--- config.mk ---
export PLATFORM = sky130hd
export DESIGN_NAME = fetch_sequencer
export DESIGN_NICKNAME = d
export VERILOG_FILES = /design/src/rtl/fetch_sequencer.sv
export SDC_FILE = /design/constraint.sdc
export NUM_CORES = 1
export LEC_CHECK = 0
export ABC_AREA = 1
export CAP_MARGIN = 20
export CORE_MARGIN = 1.5
export CORE_UTILIZATION = 46
export CTS_CLUSTER_DIAMETER = 100
export DETAILED_ROUTE_END_ITERATION = 10
export GPL_TIMING_DRIVEN = 0
export PLACE_DENSITY = 0.72
export SYNTH_ARGS = -nofsm -noshare
export SYNTH_HDL_FRONTEND = slang
export SYNTH_SLANG_ARGS = --single-unit
--- constraint.sdc ---
create_clock -name clk -period 5.1 [get_ports clk]
set_input_delay 1.02 -clock clk [delete_from_list [all_inputs] [get_ports clk]]
set_output_delay 1.02 -clock clk [all_outputs]
set_load 0.05 [all_outputs]
--- src/rtl/fetch_sequencer.sv ---
// -----------------------------------------------------------------------------
// fetch_sequencer
//   Owns the program counter, drives the combinational big-endian instruction
//   memory, and buffers fetched {pc, instr} pairs in a small in-order queue
//   that is handed to decode over a valid/ready handshake. A branch redirect
//   flushes the queue and restarts fetch at the target.
//
//   Optional feature macro: IF_FAULT_EN
//     When defined, fetching from a misaligned pc or from beyond IMEM_BYTES
//     latches 'fault' and stops fetching until a redirect or reset.
//     When undefined, no address checks are made and 'fault' is tied 0.
//
// Ports
//   clk            in   1   rising-edge clock
//   rst_n          in   1   asynchronous active-low reset
//   imem_addr      out  64  byte address being fetched (the pc)
//   imem_data      in   32  instruction word at imem_addr (same cycle)
//   redirect_valid in   1   one-cycle branch pulse
//   redirect_pc    in   64  branch target byte address
//   dec_valid      out  1   queue head valid
//   dec_ready      in   1   decode accepts the head
//   dec_instr      out  32  head instruction word
//   dec_pc         out  64  head instruction byte address
//   fetch_count    out  16  instructions accepted by decode (wraps)
//   fault          out  1   fetch fault latched
// -----------------------------------------------------------------------------
module fetch_sequencer #(
  parameter logic [63:0] RESET_PC   = 64'd0,
  parameter int          QDEPTH     = 2,
  parameter int          IMEM_BYTES = 64
) (
  input  logic        clk,
  input  logic        rst_n,
  output logic [63:0] imem_addr,
  input  logic [31:0] imem_data,
  input  logic        redirect_valid,
  input  logic [63:0] redirect_pc,
  output logic        dec_valid,
  input  logic        dec_ready,
  output logic [31:0] dec_instr,
  output logic [63:0] dec_pc,
  output logic [15:0] fetch_count,
  output logic        fault
);

  localparam int PW = $clog2(QDEPTH);
  localparam int CW = $clog2(QDEPTH) + 1;
  localparam logic [CW-1:0] FULL = CW'(QDEPTH);

  // Reject configurations the pointer arithmetic cannot support.
  generate
    if (QDEPTH < 2 || QDEPTH > 8 || (QDEPTH & (QDEPTH - 1)) != 0 || IMEM_BYTES < 4) begin : g_bad_params
      $error("fetch_sequencer: QDEPTH must be a power of two in 2..8 and IMEM_BYTES >= 4");
    end
  endgenerate

`ifdef IF_FAULT_EN
  typedef enum logic [1:0] {S_BOOT, S_RUN, S_HOLD, S_FAULT} state_t;
`else
  typedef enum logic [1:0] {S_BOOT, S_RUN, S_HOLD} state_t;
`endif

  state_t          state_reg, state_next;
  logic [63:0]     pc_reg;
  logic [PW-1:0]   head_reg, tail_reg;
  logic [CW-1:0]   count_reg;
  logic [15:0]     fetch_count_reg;

  logic [63:0]     pc_mem    [QDEPTH];
  logic [31:0]     instr_mem [QDEPTH];

  logic            deq;
  logic            slot;
  logic            enq;
  logic            fault_set;
  logic            addr_bad;

  assign dec_valid = (count_reg != '0);
  assign deq       = dec_valid & dec_ready;
  // A full queue still has room this cycle if the head leaves.
  assign slot      = (count_reg < FULL) | deq;

`ifdef IF_FAULT_EN
  logic [64:0] last_byte;
  assign last_byte = {1'b0, pc_reg} + 65'd3;
  assign addr_bad  = (pc_reg[1:0] != 2'b00) || (last_byte >= 65'(IMEM_BYTES));
`else
  assign addr_bad  = 1'b0;
`endif

  // ---------------------------------------------------------------- state reg
  always_ff @(posedge clk or negedge rst_n) begin
    if (!rst_n) begin
      state_reg <= S_BOOT;
    end else begin
      state_reg <= state_next;
    end
  end

  // --------------------------------------------------------------- next state
  always_comb begin
    state_next = state_reg;
    if (redirect_valid) begin
      state_next = S_RUN;
    end else begin
      case (state_reg)
        S_BOOT: state_next = S_RUN;
        S_RUN: begin
          if (!slot) begin
            state_next = S_HOLD;
          end else if (addr_bad) begin
`ifdef IF_FAULT_EN
            state_next = S_FAULT;
`else
            state_next = S_RUN;
`endif
          end
        end
        S_HOLD: begin
          if (deq) state_next = S_RUN;
        end
        default: state_next = state_reg;
      endcase
    end
  end

  // ------------------------------------------------------------------ outputs
  always_comb begin
    enq       = 1'b0;
    fault_set = 1'b0;
    if (!redirect_valid && state_reg == S_RUN && slot) begin
      if (addr_bad) fault_set = 1'b1;
      else          enq       = 1'b1;
    end
  end

  // ---------------------------------------------------------------------- pc
  always_ff @(posedge clk or negedge rst_n) begin
    if (!rst_n) begin
      pc_reg <= RESET_PC;
    end else if (redirect_valid) begin
      pc_reg <= redirect_pc;
    end else if (enq) begin
      pc_reg <= pc_reg + 64'd4;
    end
  end

  // ----------------------------------------------------------- queue control
  always_ff @(posedge clk or negedge rst_n) begin
    if (!rst_n) begin
      head_reg  <= '0;
      tail_reg  <= '0;
      count_reg <= '0;
    end else if (redirect_valid) begin
      // Flush; a concurrent deq is already accounted for in fetch_count.
      head_reg  <= '0;
      tail_reg  <= '0;
      count_reg <= '0;
    end else begin
      if (enq) tail_reg <= tail_reg + 1'b1;
      if (deq) head_reg <= head_reg + 1'b1;
      case ({enq, deq})
        2'b10:   count_reg <= count_reg + CW'(1);
        2'b01:   count_reg <= count_reg - CW'(1);
        default: count_reg <= count_reg;
      endcase
    end
  end

  // Queue storage: plain registers, no reset needed since output is gated.
  always_ff @(posedge clk) begin
    if (enq) begin
      pc_mem[tail_reg]    <= pc_reg;
      instr_mem[tail_reg] <= imem_data;
    end
  end

  // ------------------------------------------------------------- fetch count
  always_ff @(posedge clk or negedge rst_n) begin
    if (!rst_n) begin
      fetch_count_reg <= 16'd0;
    end else if (deq) begin
      fetch_count_reg <= fetch_count_reg + 16'd1;
    end
  end

  // ------------------------------------------------------------------- fault
`ifdef IF_FAULT_EN
  logic fault_reg;
  always_ff @(posedge clk or negedge rst_n) begin
    if (!rst_n) begin
      fault_reg <= 1'b0;
    end else if (redirect_valid) begin
      fault_reg <= 1'b0;
    end else if (fault_set) begin
      fault_reg <= 1'b1;
    end
  end
  assign fault = fault_reg;
`else
  assign fault = 1'b0;
`endif

  assign imem_addr   = pc_reg;
  assign fetch_count = fetch_count_reg;
  // Head is forced to zero when empty so no flushed entry is ever visible.
  assign dec_pc      = dec_valid ? pc_mem[head_reg]    : 64'd0;
  assign dec_instr   = dec_valid ? instr_mem[head_reg] : 32'd0;

endmodule

==> impl_metrics.tcl, run 1 <==
set metrics [dict create \
    die_w_um 171 \
    ys_warn_count 0 \
    muxShareOfSynthArea_pct 0 \
    grt_pass1_vias 10600 \
    grt_antenna_before_repair 0 \
    worst_pin_slew_ns 0.964 \
    p_total_mw 10.6 \
    clk_pin_slew_ns 0.06 \
    top_level_ports 278 \
    avgRoutedWirePerCell_um 18.7 \
    clock.fmax_mhz 217 \
    critPathKind "reg2out" \
    p_int_mw 5.73 \
    synthArstFlopShare_pct 30.9 \
    synthSimpleGateAreaFrac_pct 23.2 \
    htreeDepth 1 \
    postCtsHoldBufs 0 \
    p_sw_share_pct 45.9 \
    synth_commonest_cells "524 x nand2_1, 192 x edfxtp_1, 129 x nor2_1" \
    yosysUniqueCellTypes 35 \
    row_count 61 \
    timing.rr.start "state_reg[1]" \
    end_kind "output port" \
    synthesis.nets 1514 \
    hold_class "in2async" \
    relSlewSlack_pct 35.6 \
    largest-register "pc_mem" \
    maxCapViolCount 0 \
    ctsResizeCount 0 \
    rsz0062_at_grt "no" \
    firstDrtPassIters 5 \
    final_net_count 1827 \
    synth_area_leader_cell "edfxtp_1" \
    post-place-cells 2072 \
    gr-total-overflow 0 \
    synth_top_family_by_area "simple AND/OR/NAND/NOR gates" \
    cts_setup_buffers 0 \
    power_switching_mw 4.85 \
    synth-seq-cells 278 \
    grt_max_degree 52 \
    setup_violations 0 \
    vias 11000 \
    synth_compound_area_share_pct 8.10 \
    clockRootBuffer "clkbuf_16" \
    core-area_um2 27700 \
    routed_via_density 5.19 \
    p_clk_share_pct 20.1 \
    largest_reg_flops 128 \
    n_antenna_cell 0 \
    required_ns 4.08 \
    fin_util_pct 62.3 \
    p_leak_nw 6.69 \
    synth_xor_area_share_pct 2.51 \
    layout_min_cycle_time_ns 4.60 \
    instances_no_fill 2126 \
    grtUsageTotal_pct 27.0 \
    gp_congestion 0.943 \
    crit_fanout 10 \
    synth.most_common_cell "nand2_1" \
    ys_seq_area_share_pct 61.3 \
    fin_skew_ns 0.00706 \
    synthCells 1412 \
    place_area_um2 16300 \
    p_seq_share_pct 33.3 \
    timing.final.hold_violations 0 \
    die_h_um 171 \
    synth_area_um2 12900 \
    dieArea_um2 29100 \
    critPathLaunchType "flop" \
    cp-startpoint "head_reg" \
    min_period_over_period_pct 90.2 \
    initial_core_util_pct 46.6 \
    worstSkewPairLatency_ns 0.57 \
    final_area_um2 17300 \
    syn_area_per_cell_um2 9.14 \
    synth_edf_count 192 \
    combinationalPowerShare_pct 46.6 \
    ys.flop_type "edfxtp_1" \
    synth_top_area_share_pct 44.7 \
    yosys-top-cells-area "edfxtp_1 45%, dfrtp_1 17%, nand2_1 15%" \
    cts_sinks 278 \
    clk_path_buf_depth 3 \
    cts_buffers 29 \
    area_growth_pct 33.8 \
    drive_above_1_share_pct 4.29 \
    dp_hpwl_mm 29.4 \
    powerDensity_nw_per_um2 613 \
    vdd_drop_max_uv 380 \
    status "complete, no violations" \
    drtIter0Drc 884 \
    drv_slew 0 \
    cts_tree "yes" \
    wirelength_mm 39.8 \
    hold_slack_ns 0.416 \
    grt_pass1_wl_mm 59.3 \
    drtAntennaViolNets 0 \
    cp_data_arrival_time_ns 3.58 \
    io_buffers 275 \
    synthAdderAreaFrac_pct 0.194 \
    drc 0 \
]
-- power groups by stage --
stage               registers (mW)  logic (mW)  clock network (mW)
floorplan                     4.05        2.54                   0
global placement              3.58        4.81                   0
detailed placement            3.56        4.93                   0
CTS                           3.52        4.95                2.15
global route                  3.58        5.22                2.24
finish                        3.53        4.93                2.13
-- final timing paths --
path / depth (start not counted) / to / slack [ns]
hold / removal: 1 / imem_addr[55] / 0.42
setup / recovery: 7 / dec_instr[19] / 0.50
hold reg to reg: 0 / pc_mem[0][0] / 0.49
min in group clk: 0 / pc_mem[0][0] / 0.49
max in group asynchronous: 2 / imem_addr[1] / 4.02
setup reg to reg: 8 / pc_mem[1][14] / 1.91
-- per-layer routing --
metal / track usage (%) / share of wire, % / vias up
met1: 36.1 / 41 / 5270
li1: - / - / 5285
met4: 8.00 / 2.7 / 0
met5: 0 / 0 / -
met2: 45.2 / 48 / 428
met3: 4.65 / 8.1 / 61
-- worst max-delay path, stage by stage, from the launching register on --
cell,delay (ns)
dfrtp_1,0.36
clkbuf_1,0.23
inv_2,0.30
clkbuf_1,0.48
clkbuf_1,0.41
nand2_1,0.10
a21oi_1,0.26
clkdlybuf4s50_1,0.87
-- cell usage in the layout, fill, tap and decap left out, types with 3 or more instances in the layout --
cell type          n
nor2_4             6
a21oi_1          100
inv_1             99
o21ai_0           52
o211ai_1          10
buf_12             4
clkdlybuf4s50_1  274
nand3_1           67
buf_16             3
o21bai_1          19
edfxtp_1         192
o21ai_1            7
xor2_1            29
nand4_1           10
clkbuf_8           6
xnor2_1            8
clkbuf_16         29
clkbuf_1          54
nand2_1          524
buf_4              3
nor2_2             3
nor3_1             3
nor2_1           127
dfrtp_1           86
inv_2              4
buf_2              4
-- logic make-up (layout without fill, tap and decap cells) --
logic type      Yosys count  count (layout)
simple gates            748             748
flops                   278             278
compound gates          191             191
buf+inv                 155             491
xor+xnor                 37              37
fa+ha+maj                 2               2
other cells               1               1
-- layout make-up --
cell class              instances  area [µm²]
repair buffers                282        2910
fillers                      2321       10400
clock inverters                 9         114
inverters                     104         393
clock buffers                  45         846
well taps                     378         473
multi-input cells             979        4410
plain buffers                  51         204
flip-flops and latches        278        7920
-- metrics by stage --
stage / TNS [ns] / setup WS, ns
global route: 0 / 0.324
detailed placement: 0 / 0.900
floorplan: 0 / 0.245
global placement: -382.42 / -1.98
CTS: 0 / 0.414
finish: 0 / 0.500
Note: power is estimated with default switching activity, not from simulation.
==> run 2, diff against run 1 <==
--- a/config.mk
+++ b/config.mk
@@ -5,10 +5,10 @@
 export SDC_FILE = /design/constraint.sdc
 export NUM_CORES = 1
 export LEC_CHECK = 0
-export ABC_AREA = 1
+export ABC_AREA = 0
 export CAP_MARGIN = 20
 export CORE_MARGIN = 1.5
-export CORE_UTILIZATION = 46
+export CORE_UTILIZATION = 45
 export CTS_CLUSTER_DIAMETER = 100
 export DETAILED_ROUTE_END_ITERATION = 10
 export GPL_TIMING_DRIVEN = 0
==> impl_metrics.tcl, run 2 <==
set metrics [dict create \
    setup_tns_ns 0 \
    powerDensity_nw_per_um2 580 \
    dieArea_um2 27500 \
    initial_core_util_pct 45.7 \
    synth-seq-cells 278 \
    row_count 59 \
    final_cell_mix "274 x clkdlybuf4s50_1, 192 x edfxtp_1, 135 x nor2_1, 98 x mux2i_1, 86 x dfrtp_1" \
    drtIter0Drc 672 \
    syn_area_per_cell_um2 12.6 \
    ys_warn_count 0 \
    drc 0 \
    p_leak_nw 5.67 \
    synth_edf_count 192 \
    largest_reg_flops 128 \
    grt_pass1_vias 8596 \
    top_layer "met4" \
    synth_area_um2 11900 \
    dp_hpwl_mm 23.4 \
    relSlewSlack_pct 23.5 \
    cpPeakStageDelay_ns 0.81 \
    drive_above_1_share_pct 5.69 \
    drtAntennaViolNets 0 \
    synthArstFlopShare_pct 30.9 \
    cts_sinks 278 \
    synth_top_area_share_pct 48.4 \
    synthesis.nets 1046 \
    grtUsageTotal_pct 23.6 \
    routed_via_density 5.44 \
    fin_skew_ns 0.0118 \
    setup_violations 0 \
    synthCells 944 \
    worst_pin_slew_ns 1.14 \
    top_level_ports 278 \
    cts_tree "yes" \
    final_common_cell "clkdlybuf4s50_1" \
    io_buffers 275 \
    clk_pin_slew_ns 0.06 \
    required_ns 4.08 \
    drv_slew 0 \
    grt_max_degree 56 \
    critPathLaunchType "flop" \
    clock.fmax_mhz 208 \
    htreeDepth 1 \
    crit_chain "clkbuf_1 > clkbuf_2 > buf_1 > mux2i_1 > nor2_1 > clkdlybuf4s50_1" \
    die_h_um 166 \
    hold_slack_ns 0.456 \
    synth.most_common_cell "edfxtp_1" \
    end_kind "output port" \
    cts_buffers 29 \
    largest-register "pc_mem" \
    ys.flop_type "edfxtp_1" \
    drt-met1-wl_mm 13.9 \
    avgRoutedWirePerCell_um 20.3 \
    postCtsHoldBufs 0 \
    min_period_over_period_pct 94.2 \
    area_growth_pct 36.2 \
    ys_seq_area_share_pct 66.4 \
    core-area_um2 26100 \
    rsz0062_at_grt "no" \
    grt_antenna_before_repair 1 \
    met2WireLength_mm 15.6 \
    layout_min_cycle_time_ns 4.81 \
    clk_path_buf_depth 3 \
    firstDrtPassIters 5 \
    hold_class "in2async" \
    wirelength_mm 32.9 \
    wl_met3_mm 2.43 \
    critPathKind "reg2out" \
    maxCapViolCount 0 \
    clockRootBuffer "clkbuf_16" \
    cp_slowest_cell "clkdlybuf4s50_1" \
    die_w_um 166 \
    fill_cells 2095 \
    status "complete, no violations" \
    synth_commonest_cells "192 x edfxtp_1, 135 x nor2_1, 98 x mux2i_1" \
    worstSkewPairLatency_ns 0.55 \
    crit_fanout 10 \
    gp_congestion 0.839 \
    vdd_drop_max_uv 447 \
    timing.final.hold_violations 0 \
    synth_area_leader_cell "edfxtp_1" \
    cp_data_arrival_time_ns 3.79 \
    vias 8806 \
    final_net_count 1363 \
    grt_pass1_wl_mm 50.5 \
    gr-total-overflow 0 \
    yosys-top-cells-area "edfxtp_1 48%, dfrtp_1 18%, mux2i_1 8.2%" \
    yosysUniqueCellTypes 43 \
]
[run 2: cell count changes in the layout (fill, tap and decap cells not counted), moves of 23 or more]
cell,previous run,this run
mux2i_1,0,98
or4_1,0,24
a21oi_1,100,3
xnor2_1,8,34
nand3_1,67,43
a31oi_1,0,23
inv_1,99,13
nand2_1,524,70
[run 2: cell families after synthesis]
| logic type | share of synthesized area (%) |
|---|---|
| other | 0.0315 |
| multiplexers | 8.51 |
| adder cells (fa/ha/maj) | 0.210 |
| XOR/XNOR | 3.53 |
| AO/OA/AOI/OAI | 4.79 |
| AND/OR/NAND/NOR | 14.6 |
| buffers and inverters | 1.90 |
| flip-flops | 66.4 |
[run 2: area by class of cell]
type / count / area [µm²] / area share (%)
antenna: 1 / 2.50 / 0.0154
buffer: 45 / 190 / 1.17
clock buffer: 43 / 870 / 5.36
clock inverter: 11 / 68.8 / 0.424
inverter: 14 / 52.6 / 0.324
multi-input combinational: 607 / 3800 / 23.4
sequential: 278 / 7920 / 48.8
tap: 335 / 419 / 2.58
timing repair buffer: 286 / 2920 / 18.0
[run 2: worst max-delay path: cells and delay by family, from the launching register on]
kind | cells | cell delay [ns]
and+or+nand+nor | 1 | 0.13
muxes | 1 | 0.19
DFF | 1 | 0.32
buffers and inverters | 4 | 2.58
[run 2: final timing paths]
path | start | end | slack [ns] | depth (start not counted)
setup / recovery | head_reg | dec_instr[30] | 0.29 | 6
hold / removal | rst_n | fetch_count[15] | 0.46 | 1
setup reg to reg | imem_addr[7] | imem_addr[35] | 1.94 | 6
hold reg to reg | fetch_count[15] | fetch_count[15] | 0.48 | 1
max in group asynchronous | rst_n | imem_addr[61] | 3.97 | 2
min in group clk | fetch_count[15] | fetch_count[15] | 0.48 | 1
[run 2: what timing repair did]
item,4_1_cts,5_1_grt
setup endpoints to repair,3,0
setup buffers,0,0
gates resized for setup,1,0
hold endpoints to repair,0,0
[run 2: through the flow]
stage	setup WS, ns	power [mW]	cells	util (%)	cell area [µm²]
floorplan	0.00974	5.91	944	-	12000
global placement	-2.15	7.38	1554	58.0	15100
detailed placement	0.573	7.44	1565	58.7	15300
CTS	0.261	9.49	1619	62.3	16200
global route	0.123	9.80	1620	62.3	16200
finish	0.294	9.42	1620	62.3	16200
[run 2: power by group]
group / switching, mW / internal (mW) / total (mW)
clock: 0.861 / 1.18 / 2.04
combinational: 2.87 / 1.34 / 4.21
sequential: 0.233 / 2.94 / 3.17
[run 2: metal layers]
metal	vias to the layer above	global-route usage, %
li1	4124	-
met4	0	7.44
met5	-	0
met1	4288	31.7
met2	335	38.5
met3	59	5.12
